$ cat src/rtl/usb_line_pkg.sv
// Shared constants for the USB line-level codec: stuff run length default,
// J/K idle levels and the ones-counter width helper.
package usb_line_pkg;

  localparam int   STUFF_LEN_DEF = 6;
  localparam logic IDLE_J        = 1'b1;
  localparam logic IDLE_K        = 1'b0;
  localparam int   CNT_W         = $clog2(STUFF_LEN_DEF + 1);

  // Counter width able to hold 0..len inclusive.
  function automatic int cnt_w(input int len);
    return $clog2(len + 1);
  endfunction

endpackage

$ cat src/rtl/nrzi_ones_cnt.sv
// Consecutive-ones counter used by both the TX stuffer and the RX destuffer.
// The caller decides when to increment; at_limit flags a stuff slot.
module nrzi_ones_cnt
  import usb_line_pkg::*;
#(
  parameter int STUFF_LEN = STUFF_LEN_DEF,
  parameter int CW        = cnt_w(STUFF_LEN)
) (
  input  logic          clk,
  input  logic          rst_L,
  input  logic          en,
  input  logic          clr,
  input  logic          inc,
  output logic [CW-1:0] count,
  output logic          at_limit
);

  localparam logic [CW-1:0] LIMIT = CW'(STUFF_LEN);

  // Run length tracker; held at zero while stuffing is disabled.
  always_ff @(posedge clk) begin
    if (!rst_L || clr || !en) begin
      count <= '0;
    end else if (inc) begin
      count <= count + 1'b1;
    end
  end

  assign at_limit = en && (count == LIMIT);

endmodule

$ cat src/rtl/nrzi_stuff_codec.sv
// NRZI line codec with bit stuffing on TX and destuffing plus stuff-error
// detection on RX. One line bit per clock; both directions run independently.
module nrzi_stuff_codec
  import usb_line_pkg::*;
#(
  parameter int   STUFF_LEN  = STUFF_LEN_DEF,
  parameter bit   STUFF_EN   = 1'b1,
  parameter logic IDLE_LEVEL = IDLE_J
) (
  input  logic clk,
  input  logic rst_L,
  input  logic tx_en,
  input  logic tx_bit,
  input  logic tx_valid,
  output logic tx_ready,
  output logic tx_out,
  input  logic rx_en,
  input  logic rx_in,
  output logic rx_bit,
  output logic rx_valid,
  output logic rx_stuff_err
);

  localparam int            CW    = cnt_w(STUFF_LEN);
  localparam logic [CW-1:0] LIMIT = CW'(STUFF_LEN);

  logic [CW-1:0] tx_cnt;
  logic [CW-1:0] rx_cnt;
  logic          tx_at_lim;
  logic          rx_at_lim;
  logic          tx_stuff;
  logic          tx_take;
  logic          tx_clr;
  logic          tx_inc;
  logic          rx_last;
  logic          rx_d;
  logic          rx_slot_stuff;
  logic          rx_normal;
  logic          rx_clr;
  logic          rx_inc;

  // ---------------- TX: stuffing and NRZI encode ----------------
  assign tx_stuff = tx_en && tx_at_lim;
  // Nothing is accepted while in reset so an aborted packet owes no bits.
  assign tx_ready = rst_L && tx_en && !tx_stuff;
  assign tx_take  = tx_ready && tx_valid;
  assign tx_clr   = !tx_en || tx_stuff || (tx_take && !tx_bit);
  assign tx_inc   = tx_take && tx_bit && (tx_cnt != LIMIT);

  nrzi_ones_cnt #(.STUFF_LEN(STUFF_LEN), .CW(CW)) u_tx_cnt (
    .clk      (clk),
    .rst_L    (rst_L),
    .en       (STUFF_EN),
    .clr      (tx_clr),
    .inc      (tx_inc),
    .count    (tx_cnt),
    .at_limit (tx_at_lim)
  );

  // Line level: a 0 (data or stuffed) toggles, a 1 holds, idle forces J.
  always_ff @(posedge clk) begin
    if (!rst_L || !tx_en) begin
      tx_out <= IDLE_LEVEL;
    end else if (tx_stuff || (tx_take && !tx_bit)) begin
      tx_out <= ~tx_out;
    end
  end

  // ---------------- RX: NRZI decode and destuffing ----------------
  // Tracks the line even between packets so the first bit decodes against idle.
  always_ff @(posedge clk) begin
    if (!rst_L) begin
      rx_last <= IDLE_LEVEL;
    end else begin
      rx_last <= rx_in;
    end
  end

  assign rx_d          = (rx_in == rx_last);
  assign rx_slot_stuff = rx_en && rx_at_lim;
  assign rx_normal     = rx_en && !rx_at_lim;
  assign rx_clr        = !rx_en || rx_slot_stuff || !rx_d;
  assign rx_inc        = rx_normal && rx_d && (rx_cnt != LIMIT);

  nrzi_ones_cnt #(.STUFF_LEN(STUFF_LEN), .CW(CW)) u_rx_cnt (
    .clk      (clk),
    .rst_L    (rst_L),
    .en       (STUFF_EN),
    .clr      (rx_clr),
    .inc      (rx_inc),
    .count    (rx_cnt),
    .at_limit (rx_at_lim)
  );

  // Decoded bit strobe; a stuff slot is swallowed, and flagged if it was a 1.
  always_ff @(posedge clk) begin
    if (!rst_L) begin
      rx_bit       <= 1'b0;
      rx_valid     <= 1'b0;
      rx_stuff_err <= 1'b0;
    end else begin
      rx_valid     <= rx_normal;
      rx_stuff_err <= rx_slot_stuff && rx_d;
      if (rx_normal) begin
        rx_bit <= rx_d;
      end
    end
  end

endmodule

$ cat config.mk
export PLATFORM = sky130hd
export DESIGN_NAME = nrzi_stuff_codec
export DESIGN_NICKNAME = d
export VERILOG_FILES = /design/src/rtl/usb_line_pkg.sv /design/src/rtl/nrzi_ones_cnt.sv /design/src/rtl/nrzi_stuff_codec.sv
export SDC_FILE = /design/constraint.sdc
export NUM_CORES = 1
export LEC_CHECK = 0
export CAP_MARGIN = 20
export CORE_AREA = 3 3 40 42
export CTS_BUF_LIST = sky130_fd_sc_hd__clkbuf_16
export CTS_CLUSTER_DIAMETER = 200
export DETAILED_ROUTE_END_ITERATION = 10
export DIE_AREA = 0 0 43 45
export GPL_TIMING_DRIVEN = 1
export HOLD_SLACK_MARGIN = 0.12
export RECOVER_POWER = 100
export SLEW_MARGIN = 10
export SYNTH_ARGS = -nofsm -noshare
export SYNTH_HDL_FRONTEND = slang
export SYNTH_SLANG_ARGS = --single-unit
$ cat constraint.sdc
create_clock -name clk -period 1.9 [get_ports clk]
set_clock_uncertainty 0.2 [all_clocks]
set_input_delay 0.38 -clock clk [delete_from_list [all_inputs] [get_ports clk]]
set_output_delay 0.38 -clock clk [all_outputs]
set_load 0.01 [all_outputs]
==> results of run 1 <==
per-layer routing:
metal,vias to the layer above,track usage,share of wire
li1,202,-,-
met2,9,0.159,0.43
met3,2,0.0598,0.074
met5,-,0,0
met1,163,0.112,0.46
met4,0,0.0904,0.029
critical path, stage by stage:
cell             delay [ns]
clkdlybuf4s50_1        0.47
nand2_1                0.08
a21oi_2                0.15
clkbuf_2               0.16
flip-flops by register name (all words and copies together) (netlist names):
name,flops
u_tx_cnt.count,3
rx_stuff_err,1
rx_valid,1
u_rx_cnt.count,3
tx_out,1
rx_last,1
rx_bit,1
final cells by class:
cell class | count | area share
Tap cell | 15 | 0.0266
Timing Repair Buffer | 17 | 0.202
Sequential cell | 11 | 0.312
Clock buffer | 3 | 0.106
Inverter | 5 | 0.0266
Multi-Input combinational cell | 33 | 0.321
Clock inverter | 1 | 0.00532
how the worst min path moves through the flow:
stage,start,cells after the start,slack [ns],endpoint
4_1_cts,u_rx_cnt.count[0],1,0.25,u_rx_cnt.count[0]
6_report,u_rx_cnt.count[0],1,0.25,u_rx_cnt.count[0]
5_1_grt,u_rx_cnt.count[0],1,0.28,u_rx_cnt.count[0]
2_1_floorplan,u_rx_cnt.count[0],1,0.22,u_rx_cnt.count[0]
3_3_place_gp,u_rx_cnt.count[0],1,0.23,u_rx_cnt.count[0]
3_5_place_dp,u_rx_cnt.count[0],1,0.24,u_rx_cnt.count[0]
cell usage in the layout (no fill, tap or decap):
master            n
o21ai_0           2
xor2_1            1
a21oi_1           2
xnor2_1           1
and2_1            2
dfxtp_1          11
ha_1              4
clkbuf_1          2
nor3_1            1
clkbuf_16         3
a21oi_2           1
nand2_1           6
o2bb2ai_1         1
buf_4             4
dlygate4sd3_1     5
and3_2            1
inv_1             6
or4_1             1
o41ai_1           1
or3b_1            1
or2b_1            1
clkbuf_2          1
clkdlybuf4s50_1   5
mux2i_1           2
nor2_1            4
and2_0            1
stage by stage:
stage	std cells	setup TNS, ns	utilization
global placement	81	-0.412	0.497
global route	85	0	0.549
CTS	85	0	0.557
floorplan	49	0	-
detailed placement	81	-0.408	0.497
finish	85	0	0.549
cells by family after synthesis:
family	synth area share
and+or+nand+nor	0.205
AOI/OAI and AO/OA	0.0916
xor gates and xnor gates	0.0377
adders and majority gates	0.108
buffers and inverters	0.0404
DFF	0.474
muxes	0.0431
power by group:
group | leakage [nW] | internal, W | switching (W)
sequential | 0.0898 | 0.000239 | 0.00000313
clock | 0.0423 | 0.000275 | 0.0000899
combinational | 0.179 | 0.0000272 | 0.0000203
repair_timing:
action | in CTS | in global routing
resized for setup | 5 | 0
endpoints found under the setup margin | 1 | 0
hold endpoints to repair | 0 | 0
==> impl_results.md, run 1 <==
* Status: finished, final reports clean
* Post-CTS Setup Inserts at 0
* Hold Buf Count CTS at 0
* DRT antenna net count at 0
* Skew-Pair Late Insertion Delay at 0.23 ns
* Share of cells above drive strength 1 at 0.143
* Critical path required time at 1.32 ns
* Worst setup margin at 0.0839 ns
* Final-report setup violation count at 0
* CTS buffer count at 3
* Largest net degree at the start of global routing at 7
* CTS tree: done
* Fmax at 0.551 GHz
* Core footprint at 1280 um2
* Number of synthesized flops with an enable pin at 0
* Clock tree buffer depth at 2
* Htree depth at 1
* R2r endpoint: rx_bit
* Launch point of the worst path: rst_L
* Die ar. at 1940 um2
* RR Startpoint: u_rx_cnt.count[0]
* Setup crit end kind: primary output
* Row count at 13
* Number of synthesis warnings at 0
* Unique masters post-synth at 18
* Reg2Reg Depth at 5
* Antenna diodes at 0
* Grt ovf at 0
* Vias per cell at 4.42
* Final WL at 783 um
* Max Cap Violations at 0
* Number of synthesized register bits at 11
* DP Area at 638 um2
* Crit path to: tx_ready
* Sink Count at 11
* Fin. max-slew vios at 0
* Seq. cell area at 220 um2
* Area grow syn2layout at 52.0%
* Total global-route track usage at 0.108
* DP Worst Slack at -0.395 ns
* Root Buffer: clkbuf_16
* Detail Placement HPWL at 632 um
* WP data arrival at 1.24 ns
* Worst hold path class: reg -> reg
* Cells after Synth at 49
* Maximum VDD drop at 0.576 mV
* Design Area, Final at 706 um2
* RSZ-0062 raised after global routing: no
* Post-synthesis sequential area ratio at 0.474
* Fillcell total at 126
* Min Hold Slack at 0.250 ns
* Wire per inst at 9.21 um
* Initial antenna violation count at 0
* Final net count at 82
* Asr flop ratio synth at 0
* Synth cell count leaders: dfxtp_1, nand2_1, inv_1, ha_1, nor2_1
* Total Power at 0.000654 W
* Starting DRT DRC Count at 6
* Die height at 45 um
* Power density cells at 927 nW/um2
* Worst setup SP type: primary input
* Remaining DRCs at 0
* Kind of critical path: in -> out
* Top cell type's share of synthesized area at 0.474
* Drt pass-1 iters at 3
* Final Hold Vio Count at 0
* Vias in the first global route at 368
* Area contributors post-synth: dfxtp_1, ha_1, nand2_1
* First-pass GRT wire length at 1420 um
* Net Count, Synth at 60
* Initial Utilization at 0.361
* Post-synth top flop: dfxtp_1
* Buffers on Ports at 11
* Syn Std Cell Area at 464 um2
* Final worst-path cycle share at 0.956
* Crit path max fanout at 3
* Syn avg cell area at 9.47 um2
* Area of the multi-input gates at 226 um2
* Cell taking the most area after synthesis: dfxtp_1
* Die W at 43 um
* Clock Pin Slew Worst Setup and Hold Paths at 0.04 ns
* I/O Pins at 12
* Final min period at 1.82 ns
* Leakage at 0.311 nW
* Vias at 376
* Measured slew at the worst slew-check pin at 0.255 ns
* R2R Setup Slk at 0.41 ns
* Max transition margin at 0.827
* Placer Congestion at 0.698
* Cell with the most instances after synthesis: dfxtp_1
No activity file was read; power rests on OpenSTA's default activity.
==> run 2, diff against run 1 <==
--- a/config.mk
+++ b/config.mk
@@ -13,7 +13,9 @@
 export DIE_AREA = 0 0 43 45
 export GPL_TIMING_DRIVEN = 1
 export HOLD_SLACK_MARGIN = 0.12
+export PLACE_DENSITY_LB_ADDON = 0.1
 export RECOVER_POWER = 100
+export SETUP_SLACK_MARGIN = 0.4
 export SLEW_MARGIN = 10
 export SYNTH_ARGS = -nofsm -noshare
 export SYNTH_HDL_FRONTEND = slang
==> run 2 against run 1 <==
Net effect:
- combinational power rose by 6.9%
- die area stayed put
- non-clock buffer count is 3 higher
- setup slack better by 0.14 ns
- largest power group unchanged
- fmax up 8.7%
==> impl_results.md, run 2 (same netlist as run 1, synthesis figures left out) <==
* Status: finished, final reports clean
* Leakage at 0.361 nW
* Clock share of power at 0.561
* Measured slew at the worst slew-check pin at 0.227 ns
* Grt ovf at 0
* Design Area, Final at 767 um2
* DP Area at 638 um2
* CTS tree: done
* RSZ-0062 raised after global routing: yes
* Remaining DRCs at 0
* Reg2Reg Depth at 5
* Setup crit end kind: primary output
* RR Startpoint: u_rx_cnt.count[0]
* Internal power at 0.000542 W
* I/O Pins at 12
* Final min period at 1.67 ns
* Net switching fraction of the power at 0.187
* Critical path required time at 1.32 ns
* Vias at 401
* Share of cells above drive strength 1 at 0.274
* Max Cap Violations at 0
* Crit path max fanout at 2
* Initial Utilization at 0.361
* WP data arrival at 1.09 ns
* Final-report setup violation count at 0
* CTS buffer count at 3
* Power density cells at 869 nW/um2
* Vias per cell at 4.56
* Buffers on Ports at 11
* Die height at 45 um
* Placer Congestion at 0.673
* Core footprint at 1280 um2
* Initial antenna violation count at 0
* R2R Setup Slk at 0.42 ns
* Drt pass-1 iters at 4
* Maximum VDD drop at 0.610 mV
* Worst setup margin at 0.229 ns
* Commonest non-fill, non-tap cell in the layout: dfxtp_1
* Fillcell total at 119
* Final net count at 85
* Max incr delay on CP at 0.33 ns
* Final worst-path cycle share at 0.880
* Root Buffer: clkbuf_16
* Largest regs: u_rx_cnt.count (3), u_tx_cnt.count (3)
* Worst hold path class: reg -> reg
* Final WL at 877 um
* Die ar. at 1940 um2
* Antenna diodes at 0
* Fmax at 0.598 GHz
* Psw at 0.000125 W
* Starting DRT DRC Count at 4
* DRT antenna net count at 0
* Clock Pin Slew Worst Setup and Hold Paths at 0.04 ns
* Sink Count at 11
* Htree depth at 1
* Crit-path cells: inv_2 -> ha_4 -> a21oi_4 -> clkbuf_1
* Total Power at 0.000667 W
* Total global-route track usage at 0.0997
* Crit path to: tx_ready
* Area grow syn2layout at 65.2%
* Comb power frac at 0.076
* Fin. max-slew vios at 0
* CP max stage cell: dfxtp_1
* Detail Placement HPWL at 658 um
* Worst setup SP type: flop
* DP Worst Slack at -0.385 ns
* Vias in the first global route at 336
* Final Hold Vio Count at 0
* Kind of critical path: reg -> out
* R2r endpoint: u_rx_cnt.count[0]
* Commonest cells after routing, fill and taps aside: dfxtp_1, dlygate4sd2_1, inv_1, buf_4, nor2_1
* Skew-Pair Late Insertion Delay at 0.24 ns
* Clock tree buffer depth at 2
* Wire per inst at 9.97 um
* Die W at 43 um
* First-pass GRT wire length at 1390 um
* Row count at 13
* Share of power burned in registers at 0.363
* Launch point of the worst path: u_tx_cnt.count[0]
* Final core occ at 0.597
* Max transition margin at 0.847
* Largest net degree at the start of global routing at 7
==> run 2: cell count changes in the layout (fill, tap and decap cells not counted), sizes merged <==
| cell | previous run | this run |
|---|---|---|
| dlygate4sd2 | 0 | 7 |
| clkdlybuf4s50 | 5 | 0 |
| dlygate4sd3 | 5 | 0 |
| buf | 4 | 6 |
| clkdlybuf4s15 | 0 | 1 |
| dlymetal6s2s | 0 | 2 |
| clkbuf | 6 | 7 |
==> run 2: how the worst min path moves through the flow <==
stage	from	endpoint	slack, ns	cells past startpoint
after detailed placement	u_rx_cnt.count[0]	u_rx_cnt.count[0]	0.24	1
final	u_rx_cnt.count[0]	u_rx_cnt.count[0]	0.23	1
after floorplan	u_rx_cnt.count[0]	u_rx_cnt.count[0]	0.22	1
after CTS	u_rx_cnt.count[0]	u_rx_cnt.count[0]	0.24	1
after global placement	u_rx_cnt.count[0]	u_rx_cnt.count[0]	0.23	1
after global routing	u_rx_cnt.count[0]	u_rx_cnt.count[0]	0.26	1
==> run 2: routing by layer <==
metal / GRT usage / up-vias / share of wire
met5: 0 / - / 0
met2: 0.144 / 13 / 0.42
li1: - / 213 / -
met3: 0.0637 / 0 / 0.10
met4: 0.0361 / 0 / 0
met1: 0.120 / 175 / 0.48
==> run 2: metrics by stage <==
stage	setup TNS (ns)	instances	hold slack (ns)
global route	0	88	0.255
global placement	-0.398	81	0.232
CTS	0	85	0.240
detailed placement	-0.395	81	0.241
floorplan	0	49	0.217
finish	0	88	0.232
==> run 2: final cells by class <==
type                       instances  area [um2]  share of cell area
multi-input combinational         33         262               0.341
sequential                        11         221               0.289
timing repair buffer              20         168               0.219
clock buffer                       3        75.1              0.0979
inverter                           5        18.8              0.0245
tap                               15        18.8              0.0245
clock inverter                     1        3.75             0.00489
==> run 2: repair_timing <==
item | CTS | global route
pin swaps | 4 | 3
gates cloned | 0 | 0
buffers inserted | 0 | 3
resized for setup | 16 | 12
endpoints found under the setup margin | 10 | 6
hold buffers | 0 | 0
==> run 2: worst max-delay path, delay by kind of cell (launching register included) <==
family	cells	cell delay, ns
flip-flops	1	0.33
AO/OA/AOI/OAI	1	0.14
buffers and inverters	2	0.21
adder cells (fa/ha/maj)	1	0.16
==> run 2: power groups by stage <==
| stage | clock network (W) | logic [W] | registers [W] |
|---|---|---|---|
| final | 0.000374 | 0.0000508 | 0.000242 |
| after global routing | 0.000397 | 0.0000566 | 0.000243 |
| after CTS | 0.000386 | 0.0000486 | 0.000242 |
| after detailed placement | 0 | 0.0000534 | 0.000246 |
| after global placement | 0 | 0.0000535 | 0.000246 |
| after floorplan | 0 | 0.0000190 | 0.000248 |
==> run 3, diff against run 2 <==
--- a/config.mk
+++ b/config.mk
@@ -6,17 +6,18 @@
 export NUM_CORES = 1
 export LEC_CHECK = 0
 export CAP_MARGIN = 20
-export CORE_AREA = 3 3 40 42
+export CORE_MARGIN = 3
+export CORE_UTILIZATION = 25
 export CTS_BUF_LIST = sky130_fd_sc_hd__clkbuf_16
 export CTS_CLUSTER_DIAMETER = 200
 export DETAILED_ROUTE_END_ITERATION = 10
-export DIE_AREA = 0 0 43 45
 export GPL_TIMING_DRIVEN = 1
 export HOLD_SLACK_MARGIN = 0.12
-export PLACE_DENSITY_LB_ADDON = 0.1
+export PLACE_DENSITY = 0.53
 export RECOVER_POWER = 100
 export SETUP_SLACK_MARGIN = 0.4
 export SLEW_MARGIN = 10
 export SYNTH_ARGS = -nofsm -noshare
 export SYNTH_HDL_FRONTEND = slang
+export SYNTH_HIERARCHICAL = 1
 export SYNTH_SLANG_ARGS = --single-unit
==> run 3 against run 2 <==
Net effect:
- sequential power is essentially flat
- critical path depth grew 2
- clock-buffer cell count stayed put
- routed wire length grew 34%
- worst hold slack improved by 0.070 ns
- core utilization fell by 13 points
- final cell count is 28% higher
- combinational power increased by 44%
- setup slack worse by 0.16 ns
- largest cell class unchanged
==> impl_results.md, run 3 <==
* Asr flop ratio synth at 0
* Final min period at 1.83 ns
* Post-synth top flop: dfxtp_1
* Area grow syn2layout at 66.7%
* Clock share of power at 0.546
* DRT antenna net count at 0
* CTS buffer count at 3
* Setup crit end kind: primary output
* Antenna diodes at 0
* Clock Pin Slew Worst Setup and Hold Paths at 0.04 ns
* Status: finished, final reports clean
* Leakage at 0.413 nW
* Worst hold path class: reg -> reg
* Cell with the most instances after synthesis: dfxtp_1
* Remaining DRCs at 0
* Kind of critical path: reg -> out
* Worst setup SP type: flop
* DP Cell Count at 103
* Die height at 54.3 um
* Fmax at 0.547 GHz
* Final WL at 1180 um
* First-pass GRT wire length at 1860 um
* Grt ovf at 0
* Buffers on Ports at 11
* Skew-Pair Late Insertion Delay at 0.24 ns
* Post-synthesis sequential area ratio at 0.378
* Total Power at 0.000689 W
* Die W at 54.3 um
* Final Non-Filler Cells at 113
* Syn Std Cell Area at 583 um2
* Maximum VDD drop at 0.460 mV
* Largest regs: u_rx_cnt/count (3), u_tx_cnt/count (3)
* Top cell type's share of synthesized area at 0.378
* Critical path required time at 1.32 ns
* Final worst-path cycle share at 0.962
* Hold Buf Count CTS at 0
* Wire per inst at 10.4 um
* Die ar. at 2950 um2
* Fillcell total at 224
* Internal power at 0.000555 W
* Commonest cells after routing, fill and taps aside: buf_4, dfxtp_1, nor2_1, dlygate4sd2_1
* Number of synthesis warnings at 6
* Cell taking the most area after synthesis: dfxtp_1
* Vias at 490
* Share of power burned in registers at 0.348
* Placer Congestion at 0.655
* Root Buffer: clkbuf_16
* Number of synthesized register bits at 11
* Worst setup margin at 0.0722 ns
* Cells after Synth at 57
* DP Area at 806 um2
* Htree depth at 1
* CP max stage cell: dfxtp_2
* Initial Utilization at 0.280
* RSZ-0062 raised after global routing: yes
* Net switching fraction of the power at 0.195
* Design Area, Final at 972 um2
* Starting DRT DRC Count at 2
* Critical path's top delay family: simple AND/OR/NAND/NOR gates
* Sink Count at 11
* Syn avg cell area at 10.2 um2
* Area contributors post-synth: dfxtp_1, ha_1, nand3b_4
* I/O Pins at 12
* Power density cells at 708 nW/um2
* Number of synthesized flops with an enable pin at 0
* Synth cell count leaders: dfxtp_1, nor2_1, ha_1, inv_1, nand3b_1
* Comb power frac at 0.107
* Detail Placement HPWL at 819 um
* Vias per cell at 4.34
* Max incr delay on CP at 0.32 ns
* Fin. max-slew vios at 0
* Share of cells above drive strength 1 at 0.430
* DP Worst Slack at -0.359 ns
* CTS tree: done
* WP data arrival at 1.25 ns
* Vias in the first global route at 463
* Crit path max fanout at 2
* CP bufs+invs at 2
* Clock tree buffer depth at 2
* Largest net degree at the start of global routing at 9
* Initial antenna violation count at 0
* Psw at 0.000134 W
* Final net count at 98
* Unique masters post-synth at 28
* Final Hold Vio Count at 0
* Row count at 16
* Drt pass-1 iters at 4
* Final-report setup violation count at 0
* Max Cap Violations at 0
* Crit-path cells: inv_2 -> ha_4 -> and3_4 -> nor2b_2 -> and2_4 -> buf_6
* Total global-route track usage at 0.0889
* Core footprint at 2080 um2
## run 3: cell types whose count changed after synthesis, sizes merged, moves of 2 or more
cell,previous run,this run
nor2b,0,2
nand2,6,2
mux2i,2,0
nand3b,0,6
and2,3,1
xnor2,1,3
a211oi,0,2
a21bo,0,2
## run 3: logic make-up (layout without fill, tap and decap cells)
| group | Yosys count | in the layout | share of synthesized area |
|---|---|---|---|
| AOI/OAI and AO/OA | 11 | 11 | 0.152 |
| DFF | 11 | 11 | 0.378 |
| buffers and inverters | 4 | 30 | 0.0257 |
| and+or+nand+nor | 23 | 23 | 0.294 |
| xor gates and xnor gates | 3 | 3 | 0.0580 |
| other | 1 | 4 | 0.00643 |
| adders and majority gates | 4 | 4 | 0.0858 |
## run 3: final cells by class
class | instances | area, um2 | area share
Clock inverter | 1 | 5.00 | 0.00515
Inverter | 4 | 15.0 | 0.0154
Tap cell | 27 | 33.8 | 0.0347
Sequential cell | 11 | 226 | 0.233
Clock buffer | 3 | 75.1 | 0.0772
Multi-Input combinational cell | 45 | 425 | 0.438
Timing Repair Buffer | 22 | 191 | 0.197
## run 3: worst reg2reg max path, cell delays in order, from the launching register on
cell,delay [ns]
dfxtp_2,0.32
inv_2,0.04
ha_4,0.14
and3_4,0.16
nor2b_2,0.11
and2_4,0.15
buf_4,0.09
and4_4,0.25
nor2_1,0.06
a211oi_1,0.16
## run 3: repair_timing
action                     in CTS  in global routing
resized for setup              17                  9
pin swaps                       8                 11
setup endpoints to repair      11                  8
setup buffers                   4                  2
## run 3: stage by stage
stage	hold WS, ns	TNS, ns	util
after floorplan	0.253	0	-
after global placement	0.295	-0.341	0.387
after detailed placement	0.303	-0.441	0.387
after CTS	0.313	0	0.449
after global routing	0.324	0	0.467
final	0.301	0	0.467
## run 3: power groups by stage
| stage | logic (W) | clock network [W] | registers, W |
|---|---|---|---|
| floorplan | 0.0000369 | 0 | 0.000246 |
| global placement | 0.0000728 | 0 | 0.000244 |
| detailed placement | 0.0000737 | 0 | 0.000244 |
| CTS | 0.0000748 | 0.000388 | 0.000240 |
| global route | 0.0000800 | 0.000399 | 0.000240 |
| finish | 0.0000734 | 0.000376 | 0.000239 |
## run 3: path summary, 6_finish.rpt
kind	start	end	slack (ns)	cells after the start
max	u_tx_cnt/count[0]	tx_ready	0.07	6
min	rx_bit	rx_bit	0.30	2
max reg2reg	u_tx_cnt/count[0]	u_tx_cnt/count[1]	0.13	9
min reg2reg	rx_bit	rx_bit	0.30	2
## run 3: metal layers
layer  track usage  vias up  share of wire
met3        0.0245        0          0.041
met1         0.103      229           0.44
met2         0.139        8           0.52
met5             0        -              0
li1              -      253              -
met4        0.0622        0              0
